==> src/rtl/wb_write_arbiter.sv <==
// Register-file write-port arbiter: merges single-cycle ALU results with
// long-latency results queued in a small FIFO, forcing a FIFO pop when the
// queue has been starved by ALU traffic for STARVE_LIMIT cycles.
module wb_write_arbiter #(
  parameter int unsigned DATA_W       = 32,
  parameter int unsigned ADDR_W       = 5,
  parameter int unsigned FIFO_DEPTH   = 4,
  parameter int unsigned STARVE_LIMIT = 7
) (
  input  logic                          clk,
  input  logic                          rst,
  input  logic                          alu_valid_i,
  input  logic [ADDR_W-1:0]             alu_rd_i,
  input  logic [DATA_W-1:0]             alu_data_i,
  output logic                          alu_stall_o,
  input  logic                          mem_valid_i,
  output logic                          mem_ready_o,
  input  logic [ADDR_W-1:0]             mem_rd_i,
  input  logic [DATA_W-1:0]             mem_data_i,
  output logic                          reg_wr_o,
  output logic [ADDR_W-1:0]             wr_reg_o,
  output logic [DATA_W-1:0]             wr_data_o,
  output logic [$clog2(FIFO_DEPTH):0]   fifo_count_o,
  output logic                          proto_err_o
);

  localparam int unsigned PtrW = $clog2(FIFO_DEPTH);
  localparam int unsigned CntW = PtrW + 1;
  localparam int unsigned StW  = $clog2(STARVE_LIMIT + 1);

  logic [ADDR_W-1:0] rd_mem_q   [FIFO_DEPTH];
  logic [DATA_W-1:0] data_mem_q [FIFO_DEPTH];

  logic [PtrW-1:0]   wptr_q, wptr_d;
  logic [PtrW-1:0]   rptr_q, rptr_d;
  logic [CntW-1:0]   count_q, count_d;
  logic [StW-1:0]    starve_q, starve_d;
  logic              reg_wr_q, reg_wr_d;
  logic [ADDR_W-1:0] wr_reg_q, wr_reg_d;
  logic [DATA_W-1:0] wr_data_q, wr_data_d;
  logic              proto_err_q, proto_err_d;

  logic fifo_ne;
  logic push;
  logic pop;
  logic alu_sel;
  logic alu_ok;

  // Status outputs come straight from registered state only.
  assign fifo_ne      = (count_q != '0);
  assign mem_ready_o  = (count_q < CntW'(FIFO_DEPTH));
  assign alu_stall_o  = (starve_q == StW'(STARVE_LIMIT));
  assign fifo_count_o = count_q;
  assign reg_wr_o     = reg_wr_q;
  assign wr_reg_o     = wr_reg_q;
  assign wr_data_o    = wr_data_q;
  assign proto_err_o  = proto_err_q;

  // Write-port selection, FIFO pointer/count and starvation bookkeeping.
  always_comb begin
    alu_ok  = alu_valid_i && (alu_rd_i != '0);
    // x0 results complete the handshake but are never stored.
    push    = mem_valid_i && mem_ready_o && (mem_rd_i != '0);
    pop     = 1'b0;
    alu_sel = 1'b0;

    if (alu_stall_o && fifo_ne) begin
      pop = 1'b1;
    end else if (alu_ok) begin
      alu_sel = 1'b1;
    end else if (fifo_ne) begin
      pop = 1'b1;
    end

    wptr_d = push ? wptr_q + PtrW'(1) : wptr_q;
    rptr_d = pop  ? rptr_q + PtrW'(1) : rptr_q;

    count_d = count_q;
    if (push && !pop) begin
      count_d = count_q + CntW'(1);
    end else if (pop && !push) begin
      count_d = count_q - CntW'(1);
    end

    starve_d = starve_q;
    if (pop || !fifo_ne) begin
      starve_d = '0;
    end else if (starve_q != StW'(STARVE_LIMIT)) begin
      starve_d = starve_q + StW'(1);
    end

    reg_wr_d  = pop || alu_sel;
    wr_reg_d  = wr_reg_q;
    wr_data_d = wr_data_q;
    if (pop) begin
      wr_reg_d  = rd_mem_q[rptr_q];
      wr_data_d = data_mem_q[rptr_q];
    end else if (alu_sel) begin
      wr_reg_d  = alu_rd_i;
      wr_data_d = alu_data_i;
    end

    proto_err_d = proto_err_q || (alu_valid_i && alu_stall_o);
  end

  // Control and output registers, cleared asynchronously.
  always_ff @(posedge clk or posedge rst) begin
    if (rst) begin
      wptr_q      <= '0;
      rptr_q      <= '0;
      count_q     <= '0;
      starve_q    <= '0;
      reg_wr_q    <= 1'b0;
      wr_reg_q    <= '0;
      wr_data_q   <= '0;
      proto_err_q <= 1'b0;
    end else begin
      wptr_q      <= wptr_d;
      rptr_q      <= rptr_d;
      count_q     <= count_d;
      starve_q    <= starve_d;
      reg_wr_q    <= reg_wr_d;
      wr_reg_q    <= wr_reg_d;
      wr_data_q   <= wr_data_d;
      proto_err_q <= proto_err_d;
    end
  end

  // FIFO storage; contents are don't-care until written, so no reset.
  always_ff @(posedge clk) begin
    if (push) begin
      rd_mem_q[wptr_q]   <= mem_rd_i;
      data_mem_q[wptr_q] <= mem_data_i;
    end
  end

endmodule

==> config.mk <==
export PLATFORM = sky130hd
export DESIGN_NAME = wb_write_arbiter
export DESIGN_NICKNAME = d
export VERILOG_FILES = /design/src/rtl/wb_write_arbiter.sv
export SDC_FILE = /design/constraint.sdc
export NUM_CORES = 1
export LEC_CHECK = 0
export ABC_AREA = 1
export ABC_CLOCK_PERIOD_IN_PS = 2500
export BUFFER_PORTS_ARGS = -buffer_cell sky130_fd_sc_hd__buf_2
export CAP_MARGIN = 10
export CORE_UTILIZATION = 51
export CTS_CLUSTER_DIAMETER = 60
export DETAILED_ROUTE_END_ITERATION = 16
export HOLD_SLACK_MARGIN = 0.02
export PLACE_DENSITY = 0.75
export SETUP_SLACK_MARGIN = 0.15
export SYNTH_ARGS = -nofsm -noshare
export SYNTH_HDL_FRONTEND = slang
export SYNTH_SLANG_ARGS = --single-unit
==> constraint.sdc <==
create_clock -name clk -period 2.5 [get_ports clk]
set_clock_uncertainty 0.1 [all_clocks]
set_input_delay 0.125 -clock clk [delete_from_list [all_inputs] [get_ports clk]]
set_output_delay 0.125 -clock clk [all_outputs]
set_load 0.05 [all_outputs]
Yosys cells after proc, flatten, opt, wreduce, memory -nomap -nowiden. Memories as Yosys holds them, arrays and structs flattened. Cells that the tools add are included.

Register bits after elaboration: 49. Bits in writable memories: 148. Bits of input ports: 78. Output and inout port bits: 44. Word-level logic and storage cells: 52. Memories kept: 2.

Add/sub/neg operators: 5. Magnitude comparators: 1. Equal/unequal tests: 2. Mux-type cells: 15. Reductions and logical operators: 19.

Memory list: data_mem_q (depth 4, bits a word 32, read ports 1, clocked after Yosys merged registers in 0, write ports 1, line 32) `logic [DATA_W-1:0] data_mem_q [FIFO_DEPTH];`; rd_mem_q (depth 4, bits a word 5, read ports 1, clocked after Yosys merged registers in 0, write ports 1, line 31) `logic [ADDR_W-1:0] rd_mem_q [FIFO_DEPTH];`.

Operator list (number): 32-bit 2-to-1 mux (2); 3-bit 2-to-1 mux (4); 5-bit 2-to-1 mux (2); 5-bit nonzero test (2); 1-bit logical AND (7); 1-bit 2-to-1 mux (7); 3-bit by 1-bit adder with 3-bit output, second input constant (2); 2-bit nonzero test (3); 2-bit by 1-bit adder with 2-bit output, second input constant (2); 3-bit equality test, second input constant (1); 1-bit logical NOT (3); 1-bit logical OR (3); 3-bit < comparator, second input constant (1); 3-bit != test, second input constant (1); 3-bit nonzero test (1); 3-bit by 1-bit subtractor with 3-bit output, second input constant (1).

Longest topological paths before layout.
Depth after elaboration: 7. Depth in mapped cells: 12. Mapped depth without buffers: 11.

Worst setup path before layout. No wires, ideal clock.

Kind: reg-to-reg. Start point: register count_q[2] (netlist: fifo_count_o[2]). End point: memory data_mem_q[0][0], enable pin. Library setup time: 431 ps. Data arrival time: 2709 ps. Required time: 1969 ps. Path slack: -740 ps. Stages on the path, launching flop included: 4. Path buffers: 0. Clock period less this slack: 3240 ps. Path through: dfrtp_1 > inv_2 > nand3_1 > nor2_1.

Longest elaborated chain between the ends: 5.

RTL lines: from (decl) (line 36) `logic [CntW-1:0] count_q, count_d;`; from (signal assigned) (line 120) `count_q <= count_d;`; 3-bit < comparator (line 51) `assign mem_ready_o = (count_q < CntW'(FIFO_DEPTH));`; named net mem_ready_o (line 17) `output logic mem_ready_o,`; 1-bit logical AND (2 in series) (line 63) `push = mem_valid_i && mem_ready_o && (mem_rd_i != '0);`; 1-bit 2-to-1 mux (line 131) `if (push) begin`; 1-bit 2-to-1 mux (not written as such) (line 133) `data_mem_q[wptr_q] <= mem_data_i;`; to (decl) (line 32).

The timed path passes the listed nets, and every way through them passes these cells.

Worst setup path in the final report.
Start point: register starve_q[0]. End point: register count_q[2] (netlist: fifo_count_o[2]).

Longest elaborated chain between the ends: 6. Elaborated cells between the ends (all ways): 8. Classes of those cells: 1 x eq/ne; 2 x mux; 5 x reduce/logical.

RTL lines: from (decl) (line 37) `logic [StW-1:0] starve_q, starve_d;`; from (signal assigned) (line 121) `starve_q <= starve_d;`; 3-bit equality test (*) (line 52) `assign alu_stall_o = (starve_q == StW'(STARVE_LIMIT));`; 1-bit logical AND (*) (line 67) `if (alu_stall_o && fifo_ne) begin`; 1-bit 2-to-1 mux (*) (line 67); 1-bit logical NOT (line 79) `if (push && !pop) begin`; 1-bit logical AND (line 79); 3-bit 2-to-1 mux or 2-bit nonzero test (tied branches).

Mark *: on every way between the ends. The rest lies on a longest branch, timed or not. A chain may end at the register's enable or synchronous reset.

==> results by group <==
Status
  • Status: completed

Detailed routing
  • DR iter-0 viols: 511
  • Remaining antenna violation count: 0
  • Via Count: 6,030
  • Post-Route WL: 17,800 um
  • # DRC: 0
  • Vias per cell: 5.04
  • Drt pass-1 iters: 5
  • Wire per inst: 14.9 um

Final layout
  • Share of layout cells above drive strength 1: 0.186
  • Antenna diodes: 0
  • Layout net count: 1,054
  • Fin util: 0.661
  • Area added between synthesis and finish: 26.8%

Setup path
  • WS Path Type: register to register
  • Worst Path Required: 2.72 ns
  • Nature of the critical path endpoint: register
  • Critical Path Fanout Max: 3
  • CP Data Arrival Time: 2.39 ns
  • CP Launch Type: register

STA
  • Slew Limit Fails: 0
  • Tcrit/Tclk final: 0.869
  • Crit path time final: 2.17 ns
  • Final Hold Fails: 0
  • RSZ-0062 raised after global routing: false
  • Worst slew pin tran: 0.666 ns
  • Max-slew headroom: 0.555
  • Peak Freq: 0.460 GHz
  • Setup TNS Final: 0 ns
  • Final setup vio count: 0

Synth
  • Synth top area share: 0.539
  • Synth Area in Compound Gates: 0.00440
  • Post-synth EDFFs: 148
  • Post-synthesis instance total: 779
  • Yosys warns: 0
  • Count leader, synth: nand2_1
  • Synth async-reset ratio: 0.249
  • Simple-gate area share of the yosys netlist: 0.235
  • Syn Nets: 865
  • Largest family of logic cells by synthesized area: simple AND/OR/NAND/NOR gates
  • Mean Syn Cell Area: 10.6 um2
  • XOR/XNOR Fraction of Synth Area: 0.00425
  • Leading area contributor after synthesis: edfxtp_1
  • Register area share after synthesis: 0.687
  • Post-Syn Area: 8250 um2
  • Synth top area cells: edfxtp_1 (54%), dfrtp_1 (15%), nand2_1 (14%)
  • Post-synthesis mux area share: 0.00136
  • Ys flop type: edfxtp_1
  • Post-Synth Adder-Cell Area: 0.0130
  • FF+latch count, synth: 197
  • Unique masters post-synth: 23
  • Post-synth top cells: nand2_1 (302), nand3_1 (151), edfxtp_1 (148)

Global routing
  • Grt ovf: 0
  • Pin count of the biggest net entering global routing: 59
  • Initial antenna violation count: 0
  • First-pass GRT wire length: 28,300 um
  • Number of global-route vias before repair: 5,629
  • Global-route usage over all layers: 0.226

Floorplanning
  • DIE HEIGHT: 129 um
  • Die area: 16,700 um2
  • Initial core utilization: 0.521
  • I/O pins: 122
  • Die width: 129 um
  • # rows: 46
  • Core area: 15,800 um2

Clocking
  • Max clock buf depth: 2
  • Post-CTS setup buffers: 0
  • Clk slew on worst S/H paths: 0.08 ns
  • CTS H-tree depth: 4
  • Root Driver: clkbuf_16
  • Clock sinks: 197
  • CTS resizes: 0
  • Total CTS buffers: 17
  • CTS tree: done
  • Clk_lat worst skew: 0.43 ns

Power and ir drop
  • PwrDens: 1160 nW/um2
  • Leakage power: 4.55 nW
  • Total power: 12.1 mW
  • Peak VDD IR: 0.568 mV

Job
  • Max-Cap Viols: 0

Hold path
  • Hold Crit Class: input port to register

Place
  • Dpl hpwl: 10,300 um
  • GP Congestion: 0.790
  • IO Port Bufs: 121
cell type report:
class                      instances  area [um2]
fill                            1170        5370
sequential                       197        5670
tap                              216         270
clock buffer                      17         425
inverter                          53         201
clock inverter                    14         148
timing repair buffer             214        1560
multi-input combinational        485        2190
sequential cells by signal, indices dropped and copies added, names as in the netlist:
register and cells:
wr_reg_o 5, reg_wr_o 1, rptr_q 2, rd_mem_q 20, wr_data_o 32, data_mem_q 128
wptr_q 2, proto_err_o 1, starve_q 3, fifo_count_o 3
layer usage:
layer	wire length (um)	share of wire	track usage	vias up
met5	0	0	0	-
met4	240	0.013	0.0900	0
met3	974	0.055	0.0450	19
met2	8300	0.47	0.343	200
met1	8330	0.47	0.323	2851
li1	-	-	-	2960
kinds of logic (layout without fill, tap and decap cells):
kind of cell,after synthesis,in the layout
flip-flops,197,197
XOR/XNOR,4,4
adder cells (fa/ha/maj),8,8
AO/OA/AOI/OAI,6,6
multiplexers,1,1
AND/OR/NAND/NOR,466,466
buffers and inverters,97,298
per-stage QoR:
stage / cell area (um2) / setup WS [ns] / hold WS [ns] / std cells
global route: 10500 / 0.178 / 0.107 / 1196
finish: 10500 / 0.327 / 0.0892 / 1196
floorplan: 8290 / -0.00226 / 0.124 / 779
detailed placement: 9130 / 0.309 / 0.0304 / 1089
global placement: 9130 / 0.332 / 0.0310 / 1089
CTS: 10500 / 0.318 / 0.0693 / 1196
critical path: stages (launching register included):
cell and delay, ns:
dfrtp_1 0.39, ha_2 0.20, ha_4 0.16, inv_1 0.05, nand3_1 0.10, nand2_2 0.10
ha_1 0.13, inv_1 0.07, fa_1 0.39, a21oi_1 0.14, o21ai_0 0.10, xor2_1 0.15
worst paths after layout:
path	from	end	slack, ns	depth (start not counted)
max in group asynchronous	rst	wr_data_o[10]$_DFFE_PP0P_	1.58	4
hold reg to reg	starve_q[0]$_DFFE_PP0P_	starve_q[0]$_DFFE_PP0P_	0.34	1
setup / recovery	starve_q[0]$_DFFE_PP0P_	fifo_count_o[2]$_DFFE_PP0P_	0.33	11
hold / removal	mem_valid_i	wptr_q[1]$_DFFE_PP0P_	0.09	4
min in group asynchronous	rst	fifo_count_o[0]$_DFFE_PP0P_	0.11	3
setup reg to reg	starve_q[0]$_DFFE_PP0P_	fifo_count_o[2]$_DFFE_PP0P_	0.33	11
cells in the final DEF, fill, tap and decap left out:
cell type      count
fa_1               1
buf_2            121
dlygate4sd3_1     76
dfrtp_2            2
nand3_1          151
inv_4              1
o21ai_0            3
ha_4               1
bufinv_16          1
clkinv_1           2
a21oi_4            1
nor2_4             4
nand2_2            1
inv_2              3
nand4_1            1
a21o_1             1
clkbuf_16         17
nor2_1             7
inv_1             49
dfrtp_1           47
ha_2               1
xor2_1             3
mux2_2             1
clkinvlp_4         1
inv_8              3
edfxtp_1         148
xnor2_1            1
buf_12             5
ha_1               5
buf_4             12
nor3_1             1
clkinv_8           1
a21oi_1            1
clkinv_4           3
nand2_1          301
inv_6              3
power breakdown:
group | internal, mW | switching [mW]
Clock | 1.40 | 1.22
Sequential | 4.27 | 0.356
Combinational | 1.34 | 3.56
Total | 7.01 | 5.14
what timing repair did:
action / in CTS / in global routing
hold buffers: 76 / 0
hold endpoints to repair: 235 / 0
endpoints found under the setup margin: 0 / 0
Note: power is estimated with default switching activity, not from simulation.
